`config.mk`:
```
export PLATFORM = sky130hd
export DESIGN_NAME = safe_dial_clicker
export DESIGN_NICKNAME = d
export VERILOG_FILES = /design/src/rtl/safe_dial_clicker.sv
export SDC_FILE = /design/constraint.sdc
export NUM_CORES = 1
export LEC_CHECK = 0
export CORE_ASPECT_RATIO = 0.75
export CORE_MARGIN = 2
export CORE_UTILIZATION = 45
export CTS_CLUSTER_SIZE = 20
export DETAILED_ROUTE_END_ITERATION = 10
export GPL_TIMING_DRIVEN = 0
export HOLD_SLACK_MARGIN = 0.1
export PLACE_DENSITY = 0.66
export SETUP_SLACK_MARGIN = 0.3
export SYNTH_ARGS = -nofsm -noshare
export SYNTH_HDL_FRONTEND = slang
export SYNTH_SLANG_ARGS = --single-unit
export TNS_END_PERCENT = 1
```
`constraint.sdc`:
```
create_clock -name clk_i -period 6.1 [get_ports clk_i]
set_input_delay 0.61 -clock clk_i [delete_from_list [all_inputs] [get_ports clk_i]]
set_output_delay 0.61 -clock clk_i [all_outputs]
set_load 0.05 [all_outputs]
```
`src/rtl/safe_dial_clicker.sv`:
```
// Safe-dial solver: accepts rotation commands, reduces the distance with a bit-serial
// restoring divider, then updates the dial position, zero-landing count and zero-pass count.
//
// state | meaning
// IDLE  | ready for a command
// DIV   | one restoring-division step per cycle, MSB first
// UPD   | apply quotient/remainder to position and counters, pulse done_o
module safe_dial_clicker #(
  parameter int DIAL_SIZE  = 100,
  parameter int DIAL_START = 50,
  parameter int DIST_W     = 32,
  parameter int CNT_W      = 32,
  localparam int PW        = $clog2(DIAL_SIZE)
) (
  input  logic              clk_i,
  input  logic              rst_ni,
  input  logic              clear_i,
  input  logic              valid_i,
  output logic              ready_o,
  input  logic              direction_i,
  input  logic [DIST_W-1:0] distance_i,
  output logic [PW-1:0]     position_o,
  output logic [CNT_W-1:0]  land_count_o,
  output logic [CNT_W-1:0]  pass_count_o,
  output logic              done_o
);

  localparam int BW = (DIST_W > 1) ? $clog2(DIST_W) : 1;
  localparam logic [PW:0]   DS_W    = (PW+1)'(DIAL_SIZE);
  localparam logic [PW-1:0] START_W = PW'(DIAL_START);

  typedef enum logic [1:0] {IDLE, DIV, UPD} state_t;

  state_t            state_q, state_d;
  logic [PW-1:0]     pos_q, pos_d;
  logic [CNT_W-1:0]  land_q, land_d;
  logic [CNT_W-1:0]  pass_q, pass_d;
  logic [PW:0]       rem_q, rem_d;
  logic [DIST_W-1:0] div_q, div_d;
  logic [BW-1:0]     bit_cnt_q, bit_cnt_d;
  logic              dir_q, dir_d;
  logic              done_q, done_d;

  logic [PW:0] rem_shift, rem_next, p_ext, s_r, new_r, new_l, new_pos;
  logic        ge, wrap_r, hit_l, extra;

  always_comb begin
    // div_q holds the dividend on entry and the quotient after the last step
    rem_shift = {rem_q[PW-1:0], div_q[DIST_W-1]};
    ge        = (rem_shift >= DS_W);
    rem_next  = ge ? (rem_shift - DS_W) : rem_shift;

    p_ext   = {1'b0, pos_q};
    s_r     = p_ext + rem_q;
    wrap_r  = (s_r >= DS_W);
    new_r   = wrap_r ? (s_r - DS_W) : s_r;
    new_l   = (rem_q > p_ext) ? (p_ext + DS_W - rem_q) : (p_ext - rem_q);
    hit_l   = (pos_q != '0) && (rem_q >= p_ext);
    new_pos = dir_q ? new_r : new_l;
    extra   = dir_q ? wrap_r : hit_l;
  end

  always_comb begin
    state_d   = state_q;
    pos_d     = pos_q;
    land_d    = land_q;
    pass_d    = pass_q;
    rem_d     = rem_q;
    div_d     = div_q;
    bit_cnt_d = bit_cnt_q;
    dir_d     = dir_q;
    done_d    = 1'b0;
    case (state_q)
      IDLE: begin
        if (valid_i) begin
          div_d     = distance_i;
          rem_d     = '0;
          bit_cnt_d = BW'(DIST_W - 1);
          dir_d     = direction_i;
          state_d   = DIV;
        end
      end
      DIV: begin
        rem_d     = rem_next;
        div_d     = {div_q[DIST_W-2:0], ge};
        bit_cnt_d = bit_cnt_q - 1'b1;
        if (bit_cnt_q == '0) state_d = UPD;
      end
      UPD: begin
        pos_d   = new_pos[PW-1:0];
        land_d  = land_q + CNT_W'(new_pos == '0);
        pass_d  = pass_q + CNT_W'(div_q) + CNT_W'(extra);
        done_d  = 1'b1;
        state_d = IDLE;
      end
      default: state_d = IDLE;
    endcase
    if (clear_i) begin
      state_d = IDLE;
      pos_d   = START_W;
      land_d  = '0;
      pass_d  = '0;
      done_d  = 1'b0;
    end
  end

  always_ff @(posedge clk_i or negedge rst_ni) begin
    if (!rst_ni) begin
      state_q   <= IDLE;
      pos_q     <= START_W;
      land_q    <= '0;
      pass_q    <= '0;
      rem_q     <= '0;
      div_q     <= '0;
      bit_cnt_q <= '0;
      dir_q     <= 1'b0;
      done_q    <= 1'b0;
    end else begin
      state_q   <= state_d;
      pos_q     <= pos_d;
      land_q    <= land_d;
      pass_q    <= pass_d;
      rem_q     <= rem_d;
      div_q     <= div_d;
      bit_cnt_q <= bit_cnt_d;
      dir_q     <= dir_d;
      done_q    <= done_d;
    end
  end

  assign ready_o      = (state_q == IDLE);
  assign position_o   = pos_q;
  assign land_count_o = land_q;
  assign pass_count_o = pass_q;
  assign done_o       = done_q;

endmodule

```
# Word level (Yosys, flattened, before mapping)
# Cells that the tools add are included.
[word_totals]
ff_bits = 120
inputBits = 37
out_inout_bits = 73
wordCells = 61
[classes]
addsub = 10
magnitude_cmp = 4
eq_ne = 5
n_mux = 23
reduce_logical = 10
[ops]
columns = ["operator", "count"]
rows = [
  ["$mux W32", 5],
  ["$add A32 B1 Y32", 2],
  ["$pmux W32 S2", 1],
  ["$mux W8", 5],
  ["$add A32 B32 Y32", 1],
  ["$ge A8 B7 Y1 const B", 2],
  ["$pmux W8 S2", 1],
  ["$sub A8 B7 Y8 const B", 2],
  ["$mux W7", 2],
  ["$pmux W5 S2", 1],
  ["$add A7 B7 Y8 const B", 1],
  ["$add A7 B8 Y8", 1],
  ["$ge A8 B7 Y1", 1],
  ["$gt A8 B7 Y1", 1],
  ["$logic_not A8 Y1", 1],
  ["$sub A7 B8 Y8", 1],
  ["$sub A8 B8 Y8", 1],
  ["$reduce_bool A7 Y1", 1],
  ["$mux W2", 3],
  ["$ne A3 B3 Y1 const B", 2],
  ["$reduce_and A2 Y1", 3],
  ["$logic_not A5 Y1", 1],
  ["$mux W5", 1],
  ["$sub A5 B1 Y5 const B", 1],
  ["other kinds (8)", 11],
]

# Logic depth before layout (Yosys ltp)
[logic_depth]
depth_word = 8
mapped_depth = 23
depth_no_buf = 22

# Least setup slack after synthesis
# Ideal clock, no wire load.
[synth_path]
path_kind = "register to register"
from = "reg pos_q[0] (netlist: position_o[0])"
to = "reg land_q[28] (netlist: land_count_o[28])"
setup_time_ns = 0.078
arrival_ns = 5.020
required_ns = 6.022
path_slack_ns = 1.002
stages_incl_launch_ff = 21
n_path_buf = 0
cell_sequence = "dfrtp_1 -> ha_1 -> fa_1 -> xor2_1 -> inv_1 -> ha_1 -> nand2_1 -> nor2_1 -> o311ai_2 -> nor3b_4 -> mux2i_1 -> a2111oi_0 -> and4_1 -> ha_1 -> ha_1 -> nand3_1 -> nor4b_2 -> and4_1 -> nand4_1 -> or3_1 -> a21oi_1"
[synth_between]
elab_chain_cells = 8
elab_cells_between_ends = 14
classes_between = "add/sub (6); order compare (2); mux (5); reduce/logical (1)"
[synth_lines]
columns = ["item", "line_no", "source"]
rows = [
  ["from (decl)", "35", "logic [PW-1:0] pos_q, pos_d;"],
  ["from (signal assigned)", "120", "pos_q <= pos_d;"],
  ["$add A7 B8 Y8 or $add A7 B7 Y8 (tied branches)", "54, 57", ""],
  ["$sub A8 B7 Y8 (tied with other cells)", "56", "new_r = wrap_r ? (s_r - DS_W) : s_r;"],
  ["$mux W8, on equally long branches", "56, 57", ""],
  ["$mux W8 (*)", "59", "new_pos = dir_q ? new_r : new_l;"],
  ["$logic_not A8 Y1 (*)", "91", "land_d = land_q + CNT_W'(new_pos == '0);"],
  ["$add A32 B1 Y32 (*)", "91", ""],
  ["$mux W32 (*)", "73", "case (state_q)"],
  ["$mux W32 (*)", "98", "if (clear_i) begin"],
  ["to (signal assigned)", "121", "land_q <= land_d;"],
  ["to (decl)", "36", "logic [CNT_W-1:0] land_q, land_d;"],
]
# Every way passes the cells marked *; elsewhere a longest branch is shown, timed or not. The select of a mux whose other input is x is not followed.
# A chain may end at the register's enable or synchronous reset.

# Worst setup path after layout
[layout_path]
from = "reg rem_q[1]"
to = "reg pass_q[28] (netlist: pass_count_o[28])"
[layout_between]
elab_chain_cells = 6
elab_cells_between_ends = 8
classes_between = "add/sub (2); order compare (2); mux (3); reduce/logical (1)"
[layout_lines]
columns = ["item", "line_no", "source"]
rows = [
  ["from (decl)", "38", "logic [PW:0] rem_q, rem_d;"],
  ["from (signal assigned)", "123", "rem_q <= rem_d;"],
  ["$add A7 B8 Y8 or $ge A8 B7 Y1 (tied branches)", "54, 58", ""],
  ["$ge A8 B7 Y1 or $logic_and A1 B1 Y1 (tied branches)", "55, 58", ""],
  ["$mux W1 (*)", "60", "extra = dir_q ? wrap_r : hit_l;"],
  ["$add A32 B1 Y32 (*)", "92", "pass_d = pass_q + CNT_W'(div_q) + CNT_W'(extra);"],
  ["$mux W32 (*)", "73", ""],
  ["$mux W32 (*)", "98", ""],
  ["to (signal assigned)", "122", "pass_q <= pass_d;"],
  ["to (decl)", "37", "logic [CNT_W-1:0] pass_q, pass_d;"],
]
# Marks and branches as above.

==> run_results.csv <==
group,metric,value,unit
status,run_status,"complete, no violations",
routing,final_antenna_net_count,0,
clock_tree,numCtsBuffers,17,
routing,wl,24000,µm
timing,skew,0.00777,ns
clock_tree,clk_pin_slew,0.06,ns
critical_path,crit_chain,"inv_1 -> ha_1 -> nand2b_4 -> a21oi_1 -> o21a_1 -> nor2_1 -> ha_1 -> inv_1 -> o311ai_2 -> nor3b_4 -> mux2i_1 -> fa_1 -> fa_1 -> a211oi_2 -> o211ai_1 -> nand3_1 -> a211oi_1 -> o311ai_1 -> and3_1 -> o21ai_0 -> a21oi_1",
timing,max_freq,0.180,GHz
die,start_util,46.5,%
layout,final_cell_area,10400,µm²
die,core_area,17800,µm²
critical_path,crit_path_max_fanout,7,
logic_synthesis,yosysTopAreaCellShare,35.3,%
min_path,min_path_type,"register to register",
critical_path,r2r-end,"pass_count_o[28]",
power,power-per-cell-area,238,nW/µm²
critical_path,cpPeakStageDelay,0.48,ns
timing,finalCriticalPeriod,5.56,ns
routing,firstDrtPassIters,5,
critical_path,arrival,5.91,ns
timing,drv_slew,0,
clock_tree,cts_root_buffer,"clkbuf_16",
critical_path,rrSetupSlack,0.54,ns
logic_synthesis,synthDistinctLibCells,71,
power,pwr-share-comb,20.2,%
routing,route.detailed.drc,0,
min_path,hold_start,"bit_cnt_q[0]",
place,port_buffers,109,
power,peakVddDrop,0.000195,V
power,swShare,29.1,%
logic_synthesis,syn_area,8290,µm²
clock_tree,cts_tree,"yes",
routing,drtIter0Drc,752,
routing,wl_per_cell,17.6,µm
layout,final_layout_size_suffix_gt1_share,5.16,%
die,std_cell_rows,42,
timing,slew_headroom,51.2,%
timing,setup_viol,0,
logic_synthesis,ys_warn_count,0,
die,die_area,19500,µm²
global_route,antenna_found_initial,0,
global_route,grt_pass1_wl,38300,µm
timing,period_share,91.2,%
logic_synthesis,ys_async_sr_fraction,100,%
logic_synthesis,synth-seq-cells,120,
die,die_w,161,µm
critical_path,startpoint,"rem_q[1]",
logic_synthesis,synth-edff-count,0,
clock_tree,clock_path_buffers,2,
global_route,grt_pass1_vias,7186,
global_route,grt_overflow,0,
layout,final_nets,1216,
global_route,grt_max_degree,83,
critical_path,cp-end-kind,"register",
power,seqPwrFrac,36.8,%
logic_synthesis,yosysTopAreaCell,"dfrtp_1",
logic_synthesis,synth-main-ff-cell,"dfrtp_1",
die,io_pins,110,
layout,n_antenna_cell,0,
routing,vias,7689,
timing,tightest_slew,0.732,ns
logic_synthesis,syn_nets,1084,
place,hpwl,17700,µm
critical_path,required,6.45,ns
critical_path,path_class,"register to register",
die,die_h,122,µm
logic_synthesis,seq_area_frac_synth,36.3,%
global_route,grt_use_total,25.0,%
layout,fillers,1592,
min_path,hold_depth,1,
timing,rsz0062_at_grt,"true",
place,place_area,9710,µm²
run,maxCapViolations,0,
logic_synthesis,avgSynthCellArea,8.46,µm²
clock_tree,numClockSinks,120,
critical_path,cp_slowest_cell,"dfrtp_2",
routing,viasPerCell,5.63,
min_path,hold_end,"bit_cnt_q[0]",
clock_tree,clk_latency,0.42,ns
power,p_sw,0.719,mW
clock_tree,cts-htree-levels,4,
power,leakage,4.48,nW
power,p_clk_share,43.0,%
logic_synthesis,synthTopCellsByArea,"dfrtp_1, ha_1, nand2_1",
critical_path,r2r.worst_path.cells,21,
layout,final_util,58.2,%
layout,syn_to_final_growth,25.2,%
critical_path,startpoint_type,"register",
critical_path,r2r-start,"rem_q[1]",
power,p_int,1.75,mW
logic_synthesis,syn_inst,979,
place,gp_congestion,0.976,
timing,hold_viol_final,0,
## state kept, by name, indices dropped and copies added (netlist names)
| name | cells |
|---|---|
| position_o | 7 |
| land_count_o | 32 |
| done_o | 1 |
| bit_cnt_q | 5 |
| state_q | 2 |
| dir_q | 1 |
| pass_count_o | 32 |
| div_q | 32 |
| rem_q | 8 |
## per-stage QoR
step | total power [mW] | worst slack [ns] | setup TNS (ns) | hold WS (ns) | cells
after detailed placement | 1.40 | 0.154 | 0 | 0.504 | 1331
final | 2.47 | 0.536 | 0 | 0.521 | 1365
after CTS | 2.47 | 0.323 | 0 | 0.511 | 1364
after floorplan | 1.25 | 1.00 | 0 | 0.314 | 979
after global routing | 2.58 | 0.244 | 0 | 0.529 | 1365
after global placement | 1.39 | -0.444 | -50.40 | 0.495 | 1330
## Yosys cell counts, types with 14 or more instances
library cell / number
nor3_1: 28
dfrtp_1: 117
xnor2_1: 33
ha_1: 61
a31oi_1: 38
nand2_1: 153
a211oi_1: 14
clkbuf_1: 34
o21ai_0: 43
inv_1: 38
a21oi_1: 71
nor2_1: 100
xor2_1: 34
nand3_1: 31
## routing by layer
metal / vias up / global-route usage [%] / routed length, µm
met2: 286 / 35.6 / 9850
met4: 0 / 6.75 / 332
met3: 29 / 5.95 / 1840
met5: - / 0 / 0
met1: 3628 / 37.8 / 12000
li1: 3746 / - / -
## cell usage in the layout, fill, tap and decap left out, drive strengths merged, types with 4 or more instances in the layout
cell	instances
nand2	153
dfrtp	117
clkdlybuf4s50	108
nor2	100
a21oi	72
ha	61
clkbuf	55
o21ai	43
inv	38
a31oi	38
xor2	34
xnor2	33
nand3	31
nor3	28
a211oi	15
nand4	13
a21o	13
buf	12
o211ai	11
and3	11
nand2b	11
o21a	9
nor2b	8
or3	7
fa	7
nor4	7
and4	6
clkinv	6
mux2i	5
and2	4
bufinv	4
a2111oi	4
or4b	4
o311ai	4
## power by group through the flow
stage,combinational [mW],sequential [mW],clock [mW]
final,0.498,0.909,1.06
after global routing,0.556,0.916,1.11
after CTS,0.490,0.907,1.07
after detailed placement,0.484,0.921,0
after floorplan,0.351,0.901,0
after global placement,0.475,0.920,0
## worst max-delay path by stage
stage / slack, ns / depth (start not counted) / endpoint
finish: 0.54 / 21 / pass_count_o[28]
global route: 0.24 / 22 / land_count_o[30]
CTS: 0.32 / 20 / pass_count_o[28]
detailed placement: 0.15 / 21 / land_count_o[30]
global placement: -0.44 / 1 / div_q[14]
floorplan: 1.00 / 20 / land_count_o[28]
## final cells by class
cell class,count,area [µm²],area share [%]
inverters,38,143,1.37
well taps,242,303,2.92
flip-flops and latches,120,3010,29.0
multi-input cells,779,5000,48.2
repair buffers,113,1140,11.0
plain buffers,42,169,1.63
clock inverters,10,150,1.45
clock buffers,21,460,4.44
## worst max-delay path, delay by kind of cell, from the launching register on
family	cells	cell delay, ns
DFF	1	0.48
and+or+nand+nor	5	1.17
AOI/OAI and AO/OA	9	1.88
buffers and inverters	2	0.23
adders and majority gates	4	1.52
muxes	1	0.19
## cell families (layout without fill, tap and decap cells)
logic type | Yosys count | count (layout) | share of synthesized area (%)
AND/OR/NAND/NOR | 400 | 400 | 22.8
AO/OA/AOI/OAI | 239 | 239 | 18.5
flip-flops | 120 | 120 | 36.3
buffers and inverters | 80 | 224 | 3.76
adder cells (fa/ha/maj) | 68 | 68 | 10.9
XOR/XNOR | 67 | 67 | 7.08
multiplexers | 5 | 5 | 0.604
## repair_timing
item | CTS | global route
buffers inserted | 1 | 1
endpoints found under the hold margin | 10 | 0
hold buffers | 1 | 0
pin swaps | 0 | 1
gates resized for setup | 1 | 6
setup endpoints to repair | 7 | 23
No activity file was read; power rests on OpenSTA's default activity.
